--- src/rtl/ebr_fifo_pkg.sv ---
// rtl/ebr_fifo_pkg.sv - shared constants and sizing helper for the EBR-backed stream FIFO
package ebr_fifo_pkg;

  localparam int EBR_DATA_W = 16;
  localparam logic [EBR_DATA_W-1:0] EBR_MASK_ALL_WRITE = 16'h0000;

  // Words held in the EBR plus the two-entry output buffer.
  function automatic int fifo_capacity(input int addr_w);
    return (1 << addr_w) + 2;
  endfunction

endpackage

--- src/rtl/ebr_fifo_obuf.sv ---
// rtl/ebr_fifo_obuf.sv - two-entry first-word-fall-through output buffer
module ebr_fifo_obuf #(
  parameter int DATA_W = 16
) (
  input  logic              clk,
  input  logic              reset,
  input  logic              clear_i,
  input  logic              load_i,
  input  logic [DATA_W-1:0] load_data_i,
  input  logic              pop_i,
  output logic [DATA_W-1:0] data_o,
  output logic              valid_o,
  output logic [1:0]        cnt_o
);

  logic [DATA_W-1:0] head_q, head_d;
  logic [DATA_W-1:0] tail_q, tail_d;
  logic [1:0]        cnt_q, cnt_d;
  logic              pop_ok;

  always_comb begin
    head_d = head_q;
    tail_d = tail_q;
    cnt_d  = cnt_q;
    pop_ok = pop_i && (cnt_q != 2'd0);
    case (cnt_q)
      2'd0: begin
        if (load_i) begin
          head_d = load_data_i;
          cnt_d  = 2'd1;
        end
      end
      2'd1: begin
        if (load_i && pop_ok) begin
          head_d = load_data_i;
        end else if (load_i) begin
          tail_d = load_data_i;
          cnt_d  = 2'd2;
        end else if (pop_ok) begin
          cnt_d  = 2'd0;
        end
      end
      default: begin
        // The controller never loads a full buffer unless it is also popping.
        if (pop_ok) begin
          head_d = tail_q;
          if (load_i) begin
            tail_d = load_data_i;
          end else begin
            cnt_d  = 2'd1;
          end
        end
      end
    endcase
  end

  always_ff @(posedge clk) begin
    if (reset || clear_i) begin
      head_q <= '0;
      tail_q <= '0;
      cnt_q  <= 2'd0;
    end else begin
      head_q <= head_d;
      tail_q <= tail_d;
      cnt_q  <= cnt_d;
    end
  end

  assign data_o  = head_q;
  assign valid_o = (cnt_q != 2'd0);
  assign cnt_o   = cnt_q;

endmodule

--- src/rtl/ebr_stream_fifo_ctrl.sv ---
// rtl/ebr_stream_fifo_ctrl.sv - valid/ready FIFO controller driving one 16-bit iCE40UP EBR
module ebr_stream_fifo_ctrl
  import ebr_fifo_pkg::*;
#(
  parameter int ADDR_W    = 8,
  parameter int DATA_W    = 16,
  parameter int AFULL_LVL = (1 << ADDR_W) - 4
) (
  input  logic                  clk,
  input  logic                  reset,
  input  logic                  flush,
  input  logic [DATA_W-1:0]     s_data,
  input  logic                  s_valid,
  output logic                  s_ready,
  output logic                  s_afull,
  output logic [DATA_W-1:0]     m_data,
  output logic                  m_valid,
  input  logic                  m_ready,
  output logic [ADDR_W+1:0]     level,
  output logic [ADDR_W-1:0]     ram_waddr,
  output logic [EBR_DATA_W-1:0] ram_wdata,
  output logic                  ram_we,
  output logic [EBR_DATA_W-1:0] ram_mask,
  output logic [ADDR_W-1:0]     ram_raddr,
  output logic                  ram_re,
  input  logic [EBR_DATA_W-1:0] ram_rdata
);

  localparam int LW = ADDR_W + 2;
  localparam int CW = ADDR_W + 1;
  localparam logic [CW-1:0] RAM_DEPTH = CW'(1 << ADDR_W);
  localparam logic [LW-1:0] AFULL_V   = LW'(AFULL_LVL);
  localparam logic [LW-1:0] CAP_V     = LW'(fifo_capacity(ADDR_W));

  logic [ADDR_W-1:0] wptr_q, wptr_d;
  logic [ADDR_W-1:0] rptr_q, rptr_d;
  logic [CW-1:0]     ram_cnt_q, ram_cnt_d;
  logic              inflight_q, inflight_d;
  logic [LW-1:0]     level_q, level_d;
  logic              s_ready_q, s_ready_d;
  logic              s_afull_q, s_afull_d;
  logic [1:0]        obuf_cnt;
  logic [2:0]        buf_after;
  logic              push, pop, rd;

  assign push = s_valid && s_ready_q && !flush && !reset;
  assign pop  = m_valid && m_ready;

  // Prefetch only while the buffer plus the word already in flight leaves a free slot.
  assign buf_after = {1'b0, obuf_cnt} + {2'b00, inflight_q} - {2'b00, pop};
  assign rd = (ram_cnt_q != '0) && (buf_after < 3'd2) && !flush && !reset;

  always_comb begin
    wptr_d     = wptr_q + ADDR_W'(push);
    rptr_d     = rptr_q + ADDR_W'(rd);
    ram_cnt_d  = ram_cnt_q + CW'(push) - CW'(rd);
    inflight_d = rd;
    level_d    = level_q + LW'(push) - LW'(pop);
    s_ready_d  = (ram_cnt_d < RAM_DEPTH);
    s_afull_d  = (level_d >= AFULL_V);
  end

  always_ff @(posedge clk) begin
    if (reset || flush) begin
      wptr_q     <= '0;
      rptr_q     <= '0;
      ram_cnt_q  <= '0;
      inflight_q <= 1'b0;
      level_q    <= '0;
      s_ready_q  <= 1'b1;
      s_afull_q  <= 1'b0;
    end else begin
      wptr_q     <= wptr_d;
      rptr_q     <= rptr_d;
      ram_cnt_q  <= ram_cnt_d;
      inflight_q <= inflight_d;
      level_q    <= level_d;
      s_ready_q  <= s_ready_d;
      s_afull_q  <= s_afull_d;
    end
  end

  // Clearing the buffer on flush also drops the EBR word returning that edge.
  ebr_fifo_obuf #(
    .DATA_W (DATA_W)
  ) u_obuf (
    .clk         (clk),
    .reset       (reset),
    .clear_i     (flush),
    .load_i      (inflight_q),
    .load_data_i (ram_rdata[DATA_W-1:0]),
    .pop_i       (pop),
    .data_o      (m_data),
    .valid_o     (m_valid),
    .cnt_o       (obuf_cnt)
  );

  assign s_ready   = s_ready_q;
  assign s_afull   = s_afull_q;
  assign level     = level_q;
  assign ram_we    = push;
  assign ram_waddr = wptr_q;
  assign ram_wdata = EBR_DATA_W'(s_data);
  assign ram_mask  = EBR_MASK_ALL_WRITE;
  assign ram_raddr = rptr_q;
  assign ram_re    = rd;

  always_ff @(posedge clk) begin
    if (!reset) begin
      assert (!ram_we || s_ready_q);
      assert (level_q <= CAP_V);
      assert (!ram_re || (ram_cnt_q != '0));
    end
  end

endmodule

--- config.mk ---
export PLATFORM = sky130hd
export DESIGN_NAME = ebr_stream_fifo_ctrl
export DESIGN_NICKNAME = d
export VERILOG_FILES = /design/src/rtl/ebr_fifo_pkg.sv /design/src/rtl/ebr_fifo_obuf.sv /design/src/rtl/ebr_stream_fifo_ctrl.sv
export SDC_FILE = /design/constraint.sdc
export NUM_CORES = 1
export LEC_CHECK = 0
export ABC_AREA = 1
export CORE_MARGIN = 5
export CORE_UTILIZATION = 51
export DETAILED_ROUTE_END_ITERATION = 6
export DONT_BUFFER_PORTS = 1
export GPL_ROUTABILITY_DRIVEN = 0
export PLACE_DENSITY = 0.66
export SYNTH_ARGS = -nofsm -noshare
export SYNTH_HDL_FRONTEND = slang
export SYNTH_SLANG_ARGS = --single-unit
--- constraint.sdc ---
create_clock -name clk -period 4 [get_ports clk]
set_input_delay 0.6 -clock clk [delete_from_list [all_inputs] [get_ports clk]]
set_output_delay 0.6 -clock clk [all_outputs]
set_load 0.005 [all_outputs]
==> metrics.csv, run 1 <==
stage;metric;value;unit
floorplan;die_area;0.009657;mm^2
global_route;grt_pass1_vias;3004;
critical_path;r2r_setup_slack;0.59;ns
clocking;cts_tree;done;
clocking;ctsResizeCount;0;
final_layout;fillerInstances;783;
sta;fmax;292.8;MHz
hold_path;whs_path_depth;2;
sta;fin_crit_sh;0.8537;
status;status;completed;
routing;ant_nets;0;
run;maxCapViolations;0;
routing;drt-initial-drc-count;132;
critical_path;critPathSlowestCell;dfxtp_1;
hold_path;hold_class;in2reg;
hold_path;min_from;ram_rdata[8];
floorplan;coreArea;0.007647;mm^2
critical_path;cp-end-kind;flip-flop;
floorplan;die_height;98.27;um
sta;grt_setup_unrepaired;false;
floorplan;initial_core_util;0.5196;
routing;wl_per_cell;13.27;um
sta;finalCriticalPeriod;3.415;ns
logic_synthesis;synth_top_area_frac;0.3627;
logic_synthesis;synthCells;539;
logic_synthesis;synth.avg_cell_area;7.373;um^2
sta;setup_tns;0;ns
critical_path;crit_path_start_kind;flip-flop;
placement;hpwlAfterDp;5999;um
critical_path;cp.required;4.24;ns
critical_path;r2r-start;u_obuf.cnt_o[0];
critical_path;critical_path.startpoint;u_obuf.cnt_o[0];
routing;dr.pass1.iters;4;
final_layout;layout_commonest_cell;nand2_1;
clocking;cts_hold_buf;0;
critical_path;path_cells;nor2_2 > nor2_1 > nand2_1 > o21ai_0 > nand2_1 > fa_1 > xnor2_1 > nand3_1 > a31oi_1 > ha_1 > inv_1 > ha_1 > inv_1 > fa_1 > inv_1 > nand3_1 > nand2_1 > nand2_1 > o21bai_1 > nand2_1 > nand2_1 > nor2_1;
placement;place.port_buffers;0;
global_route;antenna_found_initial;0;
global_route;grt_pass1_wl;13720;um
logic_synthesis;ys_seq_elements;72;
clocking;cts.sinks;72;
sta;hold_violations;0;
critical_path;crit_top_cell;nand2_1;
clocking;cts_max_level;3;
logic_synthesis;yosysTopAreaCell;dfxtp_1;
final_layout;final_nets;585;
logic_synthesis;yosysSeqAreaShare;0.3627;
sta;tightest_slew;0.7825;ns
final_layout;antenna_cells;0;
critical_path;worstPathMaxFanout;4;
power;powerDensity;555.8;mW/mm^2
clocking;cts.clk_slew.worst_paths;0.08;ns
clocking;cts_buffer_depth;2;
clocking;clkLatencyLatePin;0.34;ns
sta;slew_viol_final;0;
sta;skew;0.009919;ns
critical_path;arrival;3.65;ns
final_layout;layout_common_cells;nand2_1 (113), dfxtp_1 (72), inv_1 (71), nor2_1 (40), nand3_1 (37);
final_layout;drive_gt1_frac;0.08952;
logic_synthesis;synth_area_leaders;dfxtp_1 (36%), nand2_1 (11%), ha_1 (7.9%);
global_route;grt_max_degree;37;
power;irDropWorstVdd;0.0002477;V
logic_synthesis;ys_types;31;
clocking;cts_buffers;9;
sta;finalSetupViolations;0;
routing;drc;0;
power;p_leak;1.718;nW
logic_synthesis;synth_warnings;0;
final_layout;area_growth;1.732;%
routing;vias_per_cell;5.089;
floorplan;io_pins;116;
clocking;post_cts_buffers;0;
routing;num_vias;3191;
critical_path;worst-setup-path-type;reg2reg;
routing;drt_wl_total;8323;um
sta;whs;0.3839;ns
clocking;cts-root-buf;clkbuf_8;
floorplan;num_rows;32;
floorplan;die_w;98.27;um
logic_synthesis;syn-cell-area;0.003974;mm^2
sta;slew_headroom;0.4776;
global_route;grt.total_usage;0.1724;
global_route;grt.overflow.total;0;
critical_path;max_stage_delay;0.41;ns
critical_path;ff2ff_path_depth;22;
==> per-layer routing <==
layer	vias up	GRT usage	share of wire
li1	1655	-	-
met1	1428	0.2174	0.43
met2	96	0.2827	0.48
met3	12	0.04429	0.076
met4	0	0.06723	0.017
met5	-	0	0
==> cell usage after synthesis, drive strengths merged <==
library cell,n
nand4,7
nand3,38
o21a,2
nor3,4
xor2,2
nor4,1
dfxtp,72
fa,3
a21oi,40
conb,1
inv,73
nor2,44
a31oi,21
buf,44
xnor2,3
o21ai,29
nand2,124
o21bai,2
ha,25
clkbuf,4
==> area by class of cell <==
| class | instances | area (um^2) | area share |
|---|---|---|---|
| tap | 102 | 127.6 | 0.03157 |
| sequential | 72 | 1441 | 0.3565 |
| timing repair buffer | 3 | 22.52 | 0.005571 |
| multi-input combinational | 361 | 1979 | 0.4896 |
| clock inverter | 5 | 56.30 | 0.01393 |
| clock buffer | 11 | 141.4 | 0.03497 |
| inverter | 73 | 274.0 | 0.06778 |
==> registers in the layout, indices dropped and copies added, names as in the netlist <==
name           flops
ram_raddr          8
level             10
u_obuf.tail_q     16
ram_waddr          8
ram_cnt_q          9
u_obuf.cnt_o       2
s_ready            1
inflight_q         1
s_afull            1
u_obuf.data_o     16
==> cell families after synthesis <==
logic type / after synthesis / synth area share
DFF: 72 / 0.3627
xor gates and xnor gates: 5 / 0.01102
AOI/OAI and AO/OA: 94 / 0.1370
and+or+nand+nor: 218 / 0.2412
adders and majority gates: 28 / 0.09383
other: 1 / 0.0009437
buffers and inverters: 121 / 0.1533
==> power by group <==
| part | internal, mW | switching, mW | total [mW] |
|---|---|---|---|
| clock | 0.304 | 0.272 | 0.576 |
| sequential | 0.799 | 0.0681 | 0.867 |
| combinational | 0.291 | 0.513 | 0.804 |
| total | 1.39 | 0.853 | 2.25 |
==> through the flow <==
step | power [mW] | area, um^2 | setup WS (ns) | cells | utilization
after global routing | 2.455 | 4043 | 0.2422 | 627 | 0.5286
after detailed placement | 1.684 | 3845 | 0.3916 | 611 | 0.5028
after floorplan | 1.555 | 4030 | 0.5602 | 554 | -
final | 2.247 | 4043 | 0.5850 | 627 | 0.5286
after global placement | 1.658 | 3845 | 0.5319 | 611 | 0.5028
after CTS | 2.272 | 4043 | 0.6017 | 627 | 0.5286
==> worst max-delay path: cells and delay by family, from the launching register on <==
kind	cells	cell delay (ns)
AOI/OAI and AO/OA	3	0.47
adders and majority gates	4	1.16
and+or+nand+nor	11	0.93
DFF	1	0.41
buffers and inverters	3	0.20
xor gates and xnor gates	1	0.15
==> final timing paths <==
path / end
setup reg to reg: ram_cnt_q[6]
hold reg to reg: u_obuf.data_o[1]
setup / recovery: ram_cnt_q[6]
hold / removal: u_obuf.tail_q[8]
Power figures use the tool's default switching activity.
==> inputs of run 2 (changes only) <==
ABC_AREA = unset   (was 1)
==> metrics.csv, run 2 <==
stage;metric;value;unit;change
sta;finalSetupViolations;0;;unchanged
final_layout;layout_commonest_cell;dfxtp_1;;
routing;vias_per_cell;5.184;;+1.9%
final_layout;area_growth;3.522;%;
floorplan;die_area;0.009279;mm^2;-3.9%
status;status;completed;;
sta;slew_headroom;0.2422;;-0.2354
global_route;grt.overflow.total;0;;unchanged
global_route;grt_max_degree;58;;+57%
logic_synthesis;synth.avg_cell_area;9.094;um^2;+23%
clocking;ctsResizeCount;0;;unchanged
clocking;cts_buffers;9;;unchanged
clocking;cts.sinks;72;;unchanged
sta;setup_tns;0;ns;unchanged
routing;ant_nets;0;;unchanged
critical_path;crit_path_start_kind;flip-flop;;
floorplan;die_w;96.33;um;-2.0%
logic_synthesis;yosysSeqAreaShare;0.3792;;+0.01648
clocking;cts_max_level;3;;unchanged
sta;grt_setup_unrepaired;false;;
clocking;cts_buffer_depth;2;;unchanged
sta;fmax;273.2;MHz;-6.7%
clocking;cts-root-buf;clkbuf_8;;
logic_synthesis;synth_warnings;0;;unchanged
sta;finalCriticalPeriod;3.661;ns;+0.2458 ns
hold_path;whs_path_depth;2;;unchanged
critical_path;arrival;3.88;ns;+0.23 ns
logic_synthesis;synth_ff_type;dfxtp_1;;
power;p_leak;1.660;nW;-3.4%
clocking;cts_hold_buf;0;;unchanged
critical_path;ff2ff_path_depth;17;;-23%
floorplan;coreArea;0.007253;mm^2;-5.2%
routing;drt-initial-drc-count;76;;-42%
power;finalPower;2.228;mW;-0.83%
sta;hold_violations;0;;unchanged
logic_synthesis;async_reset_ff_frac;0;;unchanged
floorplan;num_rows;31;;-3.1%
final_layout;drive_gt1_frac;0.06897;;-0.02056
routing;drt_wl_total;7046;um;-15%
logic_synthesis;synth_area_leaders;dfxtp_1 (38%), mux2i_1 (9.5%), ha_1 (8.2%);;
logic_synthesis;synth_top_area_frac;0.3792;;+0.01648
logic_synthesis;ys_types;51;;+65%
clocking;cts.clk_slew.worst_paths;0.08;ns;about the same
critical_path;worst-setup-path-type;reg2reg;;
sta;fin_crit_sh;0.9152;;+0.06145
logic_synthesis;ys_seq_elements;72;;unchanged
logic_synthesis;synthCells;418;;-22%
logic_synthesis;syn-cell-area;0.003801;mm^2;-4.3%
clocking;clkLatencyLatePin;0.34;ns;about the same
routing;drc;0;;unchanged
logic_synthesis;yosysTopAreaCell;dfxtp_1;;
logic_synthesis;synth_edf_count;0;;unchanged
floorplan;die_height;96.33;um;-2.0%
global_route;antenna_found_initial;0;;unchanged
power;irDropWorstVdd;0.0003183;V;+28%
global_route;grt_pass1_wl;11430;um;-17%
placement;hpwlAfterDp;5104;um;-15%
routing;dr.pass1.iters;4;;unchanged
global_route;grt_pass1_vias;2501;;-17%
power;powerDensity;566.2;mW/mm^2;+1.9%
routing;num_vias;2618;;-18%
global_route;grt.total_usage;0.1571;;-0.01532
floorplan;initial_core_util;0.5241;;+0.004431
critical_path;worstPathMaxFanout;3;;-1
sta;slew_viol_final;0;;unchanged
clocking;post_cts_buffers;0;;unchanged
final_layout;antenna_cells;0;;unchanged
sta;skew;0.01395;ns;+0.004034 ns
run;maxCapViolations;0;;unchanged
logic_synthesis;yosysMostFrequentCell;dfxtp_1;;
placement;place.port_buffers;0;;unchanged
logic_synthesis;synth_commonest_cells;dfxtp_1 (72), nor2_1 (64), mux2i_1 (36);;
critical_path;cp-end-kind;flip-flop;;
sta;tightest_slew;1.136;ns;+0.3530 ns
clocking;cts_tree;done;;
hold_path;hold_class;in2reg;;
final_layout;layout_common_cells;dfxtp_1 (72), nor2_1 (63), mux2i_1 (36), ha_1 (25), inv_1 (24);;
floorplan;io_pins;116;;unchanged
routing;wl_per_cell;13.95;um;+5.1%
final_layout;final_nets;467;;-20%
final_layout;fillerInstances;672;;-14%
critical_path;cp.required;4.22;ns;-0.02 ns
## run 2: cell types whose count changed in the layout (fill, tap and decap cells not counted), moves of 14 or more
cell and delta:
a31oi_1 -19, nand3_1 -25, nand2_1 -102, mux2i_1 +36, a211oi_1 +18, inv_1 -47, o21ai_1 -14, a21oi_1 -22
nor2_1 +23
## run 2: final timing paths
kind	slack [ns]	endpoint	from
worst max-delay path	0.34	ram_cnt_q[8]	u_obuf.cnt_o[1]
worst min-delay path	0.40	u_obuf.tail_q[8]	ram_rdata[8]
worst max register to register	0.34	ram_cnt_q[8]	u_obuf.cnt_o[1]
worst min register to register	0.50	u_obuf.tail_q[12]	u_obuf.tail_q[12]
## run 2: cells by family (layout without fill, tap and decap cells)
logic type	after synthesis	in the layout	synth area share
buf+inv	70	43	0.1017
simple gates	132	132	0.1659
xor+xnor	22	22	0.05069
other cells	1	16	0.0009865
compound gates	56	56	0.1057
fa+ha+maj	28	28	0.09809
mux	37	37	0.09776
flops	72	72	0.3792
## run 2: critical path, cell delays in order (launching register included)
cell	delay, ns
dfxtp_1	0.32
and2_1	0.15
nor2b_1	0.21
o21ai_0	0.14
fa_1	0.39
xnor2_1	0.15
nand3_1	0.11
a31oi_1	0.22
ha_1	0.27
inv_1	0.05
ha_1	0.15
inv_1	0.05
fa_1	0.37
nand2b_1	0.17
a21oi_1	0.20
o211a_1	0.20
o31ai_1	0.12
mux2_2	0.28
## run 2: per-layer routing
metal | part of all wire | global-route usage | vias up | wire length [um]
li1 | - | - | 1349 | -
met1 | 0.44 | 0.1862 | 1202 | 3103
met2 | 0.48 | 0.2611 | 63 | 3397
met3 | 0.070 | 0.04691 | 4 | 491
met4 | 0.0075 | 0.07009 | 0 | 53
met5 | 0 | 0 | - | 0
## run 2: metrics by stage
step | cell area [um^2] | utilization | setup slack [ns] | cells | hold slack (ns)
detailed placement | 3717 | 0.5125 | 0.06984 | 490 | 0.4860
CTS | 3935 | 0.5425 | 0.3423 | 505 | 0.3898
floorplan | 3857 | - | 0.1736 | 433 | 0.4632
finish | 3935 | 0.5425 | 0.3392 | 505 | 0.4048
global placement | 3717 | 0.5125 | 0.1442 | 490 | 0.4740
global route | 3935 | 0.5425 | 0.007705 | 505 | 0.3954
## run 2: power by group
group          internal, mW  switching (mW)
clock network         0.352           0.274
logic                 0.351           0.404
registers             0.790          0.0577
total                  1.49           0.735
## run 2: final cells by class
class / count / area, um^2 / share of cell area
Timing Repair Buffer: 4 / 30.03 / 0.007631
Clock buffer: 9 / 123.9 / 0.03148
Multi-Input combinational cell: 291 / 2032 / 0.5164
Tap cell: 99 / 123.9 / 0.03148
Inverter: 24 / 90.09 / 0.02289
Sequential cell: 72 / 1441 / 0.3663
Clock inverter: 6 / 93.84 / 0.02385
